[src/rtl/mem_access_unit.sv]
// Load/store execution unit: one outstanding single-word access on a req/gnt/rvalid bus.
// Optional bus watchdog enabled by defining MEM_TIMEOUT_EN.
module mem_access_unit #(
  parameter int unsigned ADDR_W         = 32,
  parameter int unsigned TIMEOUT_CYCLES = 255
) (
  input  logic              clk,
  input  logic              rst_n,
  input  logic              req_valid,
  output logic              req_ready,
  input  logic              req_store,
  input  logic [2:0]        req_funct3,
  input  logic [ADDR_W-1:0] req_addr,
  input  logic [31:0]       req_wdata,
  input  logic [4:0]        req_rd,
  output logic              resp_valid,
  input  logic              resp_ready,
  output logic [31:0]       resp_rdata,
  output logic [4:0]        resp_rd,
  output logic [1:0]        resp_err,
  output logic              mem_req,
  input  logic              mem_gnt,
  output logic              mem_we,
  output logic [3:0]        mem_be,
  output logic [ADDR_W-1:0] mem_addr,
  output logic [31:0]       mem_wdata,
  input  logic              mem_rvalid,
  input  logic [31:0]       mem_rdata,
  input  logic              mem_err
);

  typedef enum logic [1:0] {StIdle, StReq, StWait, StResp} state_e;

  state_e            state_q, state_d;
  logic              store_q, store_d;
  logic [2:0]        funct3_q, funct3_d;
  logic [1:0]        off_q, off_d;
  logic [4:0]        rd_q, rd_d;
  logic              we_q, we_d;
  logic [3:0]        be_q, be_d;
  logic [ADDR_W-1:0] addr_q, addr_d;
  logic [31:0]       wdata_q, wdata_d;
  logic [31:0]       rdata_q, rdata_d;
  logic [1:0]        err_q, err_d;

  logic              illegal, misaligned;
  logic [3:0]        be_new;
  logic [31:0]       wdata_new;
  logic [31:0]       lane;
  logic [31:0]       load_ext;

`ifdef MEM_TIMEOUT_EN
  localparam int unsigned CNT_W =
      ($clog2(TIMEOUT_CYCLES + 1) > 8) ? $clog2(TIMEOUT_CYCLES + 1) : 8;
  logic [CNT_W-1:0] cnt_q, cnt_d;
`endif

  always_comb begin
    illegal = req_store ? (req_funct3 > 3'd2)
                        : !(req_funct3 inside {3'd0, 3'd1, 3'd2, 3'd4, 3'd5});
    misaligned = ((req_funct3[1:0] == 2'd1) && req_addr[0]) ||
                 ((req_funct3[1:0] == 2'd2) && (req_addr[1:0] != 2'b00));
    unique case (req_funct3[1:0])
      2'd0:    begin be_new = 4'b0001 << req_addr[1:0]; wdata_new = {4{req_wdata[7:0]}};  end
      2'd1:    begin be_new = req_addr[1] ? 4'b1100 : 4'b0011; wdata_new = {2{req_wdata[15:0]}}; end
      default: begin be_new = 4'b1111; wdata_new = req_wdata; end
    endcase
  end

  always_comb begin
    lane = mem_rdata >> {off_q, 3'b000};
    unique case (funct3_q)
      3'd0:    load_ext = {{24{lane[7]}}, lane[7:0]};
      3'd1:    load_ext = {{16{lane[15]}}, lane[15:0]};
      3'd4:    load_ext = {24'd0, lane[7:0]};
      3'd5:    load_ext = {16'd0, lane[15:0]};
      default: load_ext = mem_rdata;
    endcase
  end

  always_comb begin
    state_d  = state_q;
    store_d  = store_q;
    funct3_d = funct3_q;
    off_d    = off_q;
    rd_d     = rd_q;
    we_d     = we_q;
    be_d     = be_q;
    addr_d   = addr_q;
    wdata_d  = wdata_q;
    rdata_d  = rdata_q;
    err_d    = err_q;
`ifdef MEM_TIMEOUT_EN
    cnt_d    = cnt_q;
`endif
    unique case (state_q)
      StIdle: begin
        if (req_valid) begin
          store_d  = req_store;
          funct3_d = req_funct3;
          off_d    = req_addr[1:0];
          rd_d     = req_rd;
          rdata_d  = 32'd0;
          if (illegal) begin
            err_d   = 2'd2;
            state_d = StResp;
          end else if (misaligned) begin
            err_d   = 2'd1;
            state_d = StResp;
          end else begin
            err_d   = 2'd0;
            we_d    = req_store;
            be_d    = be_new;
            addr_d  = {req_addr[ADDR_W-1:2], 2'b00};
            wdata_d = wdata_new;
            state_d = StReq;
`ifdef MEM_TIMEOUT_EN
            cnt_d   = '0;
`endif
          end
        end
      end
      StReq: begin
        // rvalid in the grant cycle cannot belong to this access
        if (mem_gnt) state_d = StWait;
      end
      StWait: begin
        if (mem_rvalid) begin
          state_d = StResp;
          err_d   = mem_err ? 2'd3 : 2'd0;
          rdata_d = (mem_err || store_q) ? 32'd0 : load_ext;
        end
      end
      StResp: begin
        if (resp_ready) state_d = StIdle;
      end
      default: state_d = StIdle;
    endcase
`ifdef MEM_TIMEOUT_EN
    if (state_q == StReq || state_q == StWait) begin
      cnt_d = cnt_q + CNT_W'(1);
      if ((state_q == StReq || !mem_rvalid) && (cnt_q >= CNT_W'(TIMEOUT_CYCLES - 1))) begin
        state_d = StResp;
        err_d   = 2'd3;
        rdata_d = 32'd0;
      end
    end
`endif
  end

  always_ff @(posedge clk or negedge rst_n) begin
    if (!rst_n) begin
      state_q  <= StIdle;
      store_q  <= 1'b0;
      funct3_q <= 3'd0;
      off_q    <= 2'd0;
      rd_q     <= 5'd0;
      we_q     <= 1'b0;
      be_q     <= 4'd0;
      addr_q   <= '0;
      wdata_q  <= 32'd0;
      rdata_q  <= 32'd0;
      err_q    <= 2'd0;
`ifdef MEM_TIMEOUT_EN
      cnt_q    <= '0;
`endif
    end else begin
      state_q  <= state_d;
      store_q  <= store_d;
      funct3_q <= funct3_d;
      off_q    <= off_d;
      rd_q     <= rd_d;
      we_q     <= we_d;
      be_q     <= be_d;
      addr_q   <= addr_d;
      wdata_q  <= wdata_d;
      rdata_q  <= rdata_d;
      err_q    <= err_d;
`ifdef MEM_TIMEOUT_EN
      cnt_q    <= cnt_d;
`endif
    end
  end

  assign req_ready  = (state_q == StIdle);
  assign mem_req    = (state_q == StReq);
  assign resp_valid = (state_q == StResp);
  assign resp_rdata = rdata_q;
  assign resp_rd    = rd_q;
  assign resp_err   = err_q;
  assign mem_we     = we_q;
  assign mem_be     = be_q;
  assign mem_addr   = addr_q;
  assign mem_wdata  = wdata_q;

endmodule

[config.mk]
export PLATFORM = sky130hd
export DESIGN_NAME = mem_access_unit
export DESIGN_NICKNAME = d
export VERILOG_FILES = /design/src/rtl/mem_access_unit.sv
export SDC_FILE = /design/constraint.sdc
export NUM_CORES = 1
export LEC_CHECK = 0
export ABC_AREA = 1
export ABC_CLOCK_PERIOD_IN_PS = 4310
export BUFFER_PORTS_ARGS = -buffer_cell sky130_fd_sc_hd__buf_2
export CORE_UTILIZATION = 53
export DETAILED_ROUTE_END_ITERATION = 12
export PLACE_DENSITY = 0.86
export SYNTH_ARGS = -nofsm -noshare
export SYNTH_HDL_FRONTEND = slang
export SYNTH_SLANG_ARGS = --single-unit
[constraint.sdc]
create_clock -name clk -period 4.31 [get_ports clk]
set_clock_uncertainty 0.15 [all_clocks]
set_input_delay 0.862 -clock clk [delete_from_list [all_inputs] [get_ports clk]]
set_output_delay 0.862 -clock clk [all_outputs]
set_load 0.02 [all_outputs]
After elaboration in Yosys (flattened, before gate mapping)
Cells that the tools add are included. W data, S select, Z words.

Bits of input ports: 112. Output and inout bits: 111. Flip-flop bits (word level): 114. Memories kept: 0. RAM bits: 0. Latch bits: 0. ROM bits: 0. Word-level logic and storage cells: 70.

Equal/unequal tests: 16. Divide/modulo/power cells: 0. Shift operators: 2. Multiplexer cells: 22. Reductions and logical operators: 16. Bitwise operators: 2. $lt $le $gt $ge: 1. $add $sub $neg: 0. Multipliers: 0.

Operators with widths (number): $pmux W32 S2 (2); $pmux W32 S4 (1); $mux W32 (3); $shr A32 B5 Y16 (1); $mux W2 (10); $eq A3 B3 Y1 const B (4); $pmux W2 S4 (1); $pmux W4 S2 (1); $reduce_and A4 Y1 (2); $eq A2 B2 Y1 const B (3); $eq A3 B1 Y1 const B (2); $logic_not A3 Y1 (2); $reduce_bool A5 Y1 (1); $eq A2 B1 Y1 const B (2); $logic_not A2 Y1 (2); $mux W4 (1); $ne A2 B1 Y1 const B (2); $ne A2 B2 Y1 const B (2); $pmux W2 S2 (1); $reduce_bool A2 Y1 (2); $shl A1 B2 Y4 const A (1); $eq A3 B2 Y1 const B (1); $gt A3 B2 Y1 const B (1); $reduce_and A3 Y1 (1); other kinds (6) (10).

Depth between registers and ports, before layout
Word-level depth: 7. Mapped depth: 10. Depth with buffers taken out: 9.

Worst setup path before layout
OpenSTA, ideal clock, no wires.

Path kind: input -> register. From: input req_funct3[0]. To: register addr_q[28], in the netlist mem_addr[28]. Path slack: 2355 ps. Library setup time: 134 ps. Buffers on the path: 2. Arrival: 1672 ps. Required time: 4026 ps. Stages: 6. Path through: buf_6 o21ai_2 nand2_2 nand3b_4 clkbuf_1 o21ai_0.

Cells in the longest elaborated chain, start to end: 6. Elaborated cells between the ends (all ways): 17. Classes of those cells: 1 x order compare; 6 x eq/ne; 1 x mux; 2 x bitwise; 7 x reduce/logical.

Ends and longest elaborated chain: from (decl) (line 12) `input logic [2:0] req_funct3,`; $eq A3 B1 Y1, or another cell as far along (line 60) `: !(req_funct3 inside {3'd0, 3'd1, 3'd2, 3'd4, 3'd5});`; $reduce_bool A5 Y1 (line 60); $logic_not A1 Y1 (line 60); $mux W1 (line 59) `illegal = req_store ? (req_funct3 > 3'd2)`; $not A1 Y1 (no source line); $reduce_and A4 Y1 (no source line) *; to (signal assigned) (line 175) `addr_q <= addr_d;`; to (decl) (line 41) `logic [ADDR_W-1:0] addr_q, addr_d;`.

Mark *: on every way between the ends. The rest lies on a longest branch, timed or not. A chain may end at the register's enable or synchronous reset.

Worst setup path in the final report
From: register state_q[1]. To: register wdata_q[0], in the netlist mem_wdata[0].

Cells in the longest elaborated chain, start to end: 2.

Ends and longest elaborated chain: from (decl) (line 34) `state_e state_q, state_d;`; from (signal assigned) (line 153) `state_q <= StIdle;`; from (signal assigned) (line 168) `state_q <= state_d;`; $logic_not A2 Y1 (line 96) `unique case (state_q)`; $reduce_and A4 Y1 (no source line); to (signal assigned) (line 176) `wdata_q <= wdata_d;`; to (decl) (line 42) `logic [31:0] wdata_q, wdata_d;`.

Every way passes these cells.

==> reports/qor.csv <==
metric;value;unit
synth.yosys.warnings;0;
r2r.worst_path.cells;7;
cp_cell_sequence;inv_1 -> ha_1 -> nand2_1 -> nand3b_4 -> buf_12 -> nand2_1 -> o21ai_0;
clock_tree.htree_level_count;4;
p_seq_frac;0.334;
critPathCaptureType;flip-flop;
post_synth.cell_area_avg;7.86;um2
drt.antenna.violating_nets;0;
post_synth_fa_ha_maj_area_fraction;0.0112;
drt_first_pass_iters;5;
maxSlewHeadroom;0.273;
grt_pass1_wl;24.2;mm
postCtsHoldBufs;0;
cts_root_buffer;clkbuf_8;
grt_setup_unrepaired;no;
setup-violations-final;0;
track_usage;0.281;
run_status;complete, no violations;
design.core.area;10300;um2
timing.fmax;347;MHz
tightestPinTransition;1.09;ns
design.portCount;223;
worst-r2r-setup-slack;1.43;ns
main_combinational_cell_family_by_area_after_synthesis;simple AND/OR/NAND/NOR gates;
final_cell_mix;nand2_1 (225), buf_2 (219), dfrtp_1 (114);
pwr-share-clk;0.248;
fp-row-count;37;
ys_seq_area_frac;0.510;
drc;0;
critPathKind;reg2reg;
crit_path_frequent_cell;nand2_1;
syn_to_final_growth;30.1;%
start_kind;flip-flop;
die_area;11000;um2
routedWlPerCell;13.7;um
cts.repair_timing.setup_buffer_count;0;
postRouteWirelength;14.6;mm
die_w;105;um
num_vias;5402;
grt_max_degree;85;
die_y;105;um
slew_violations;0;
vdd_drop_max;0.456;mV
internal-power;0.00327;W
layout_worst_path_cycle_share;0.669;
hp-class;in2async;
synthSimpleGateAreaFrac;0.265;
cts.repair.resized;0;
worst_ep_required_time;4.54;ns
ys_top_cells_by_area;dfrtp_1 (51%), nand2_1 (15%), nor2_1 (5.7%);
synth_compound_area_frac;0.115;
yosys.area_share.xor_xnor;0.00157;
p_leak;4.24;nW
hold_viol_final;0;
hpwl;10.5;mm
worst_setup_hold_path_clk_slew;0.06;ns
fin_tns_setup;0;ns
port-buffer-count;220;
sw_frac_of_total;0.429;
global_route.overflow_total;0;
grt_antenna_before_repair;1;
synth_largest_area_cell;dfrtp_1;
power.net_switching;0.00246;W
tritoncts_clock_tree;done;
drt-vias-per-instance;5.06;
fin_nets;1036;
crit_path_largest_cell_delay;0.84;ns
cts_num_sinks;114;
gpl.final_weighted_congestion;0.930;
diodes;0;
power_density;786;nW/um2
initial_utilization;0.544;
timing.critical_path.fanout_max;84;
synth.cell_area;5600;um2
yosysTopAreaCellShare;0.510;
comb_power_share;0.418;
synth-seq-cells;114;
arrival;3.11;ns
first_global_vias;5133;
synthMuxAreaShare;0.0121;
mostFrequentLayoutCell;nand2_1;
ys_types;31;
number_of_buffers_created_by_cts;17;
layout_cell_share_with_drive_strength_beyond_1;0.297;
clk-insertion-delay-late;0.50;ns
drtIter0Drc;354;
syn_inst;712;
finalWorstPathRequiredPeriod;2.88;ns
crit_path_top_delay_cell;nand3b_4;
max-clock-path-buffers;2;
max_cap_viol_count;0;
whs;0.313;ns
cells in the mapped netlist, drive strengths merged:
cell    number
a21oi       29
nand3b       1
nor3         2
nor2        87
nand2      226
inv         61
o211ai       6
dfrtp      114
ha           5
buf         26
or2          1
clkbuf      11
o21bai       1
o21ai       87
nand3       46
o31ai        1
xor2         1
mux2         6
conb         1
cell type report:
class                      count  area (um2)
clock buffer                  18         428
timing repair buffer         224        1150
multi-input combinational    501        2270
inverter                      61         231
sequential                   114        2850
tap                          136         170
clock inverter                14         179
fill                         865        3000
worst max-delay path: cells and delay by family (launching register included):
kind / cells / cell delay, ns
adders and majority gates: 1 / 0.23
buffers and inverters: 2 / 0.58
AOI/OAI and AO/OA: 1 / 0.08
DFF: 1 / 0.42
and+or+nand+nor: 3 / 1.26
final timing paths:
check | from | to
worst max-delay path | state_q[1] | mem_wdata[0]
worst min-delay path | rst_n | resp_rdata[11]
worst max register to register | state_q[1] | mem_wdata[0]
worst min register to register | resp_rdata[12] | resp_rdata[12]
max in group asynchronous | rst_n | resp_rdata[16]
min in group clk | resp_rdata[12] | resp_rdata[12]
routing by layer:
metal	up-vias	GRT usage	part of all wire
met5	-	0	0
li1	2676	-	-
met4	0	0.0996	0.018
met1	2458	0.348	0.41
met2	245	0.469	0.49
met3	23	0.0842	0.085
power by group through the flow:
stage / clock network (W) / logic, W / registers [W]
2_1_floorplan: 0 / 0.00114 / 0.00240
3_3_place_gp: 0 / 0.00235 / 0.00190
3_5_place_dp: 0 / 0.00240 / 0.00191
4_1_cts: 0.00144 / 0.00241 / 0.00191
5_1_grt: 0.00150 / 0.00264 / 0.00198
6_report: 0.00142 / 0.00239 / 0.00191
metrics by stage:
stage,worst slack [ns],cells,area (um2),total power (W),utilization
2_1_floorplan,2.35,713,5600,0.00354,-
3_3_place_gp,1.36,1036,6670,0.00425,0.649
3_5_place_dp,1.30,1036,6670,0.00431,0.649
4_1_cts,1.43,1068,7280,0.00576,0.708
5_1_grt,1.15,1068,7280,0.00611,0.708
6_report,1.43,1068,7280,0.00572,0.708
cells by family (layout without fill, tap and decap cells):
| logic type | count (synthesis) | after routing |
|---|---|---|
| xor+xnor | 1 | 1 |
| mux | 6 | 6 |
| other cells | 1 | 2 |
| buf+inv | 98 | 317 |
| simple gates | 363 | 363 |
| flops | 114 | 114 |
| fa+ha+maj | 5 | 5 |
| compound gates | 124 | 124 |
sequential cells by signal, summed over array words and instances, names as in the netlist, 2 cells and up:
signal and cells:
funct3_q 3, mem_addr 30, mem_be 4, mem_wdata 32, off_q 2, resp_err 2, resp_rd 5, resp_rdata 32
state_q 2
Power figures use the tool's default switching activity.
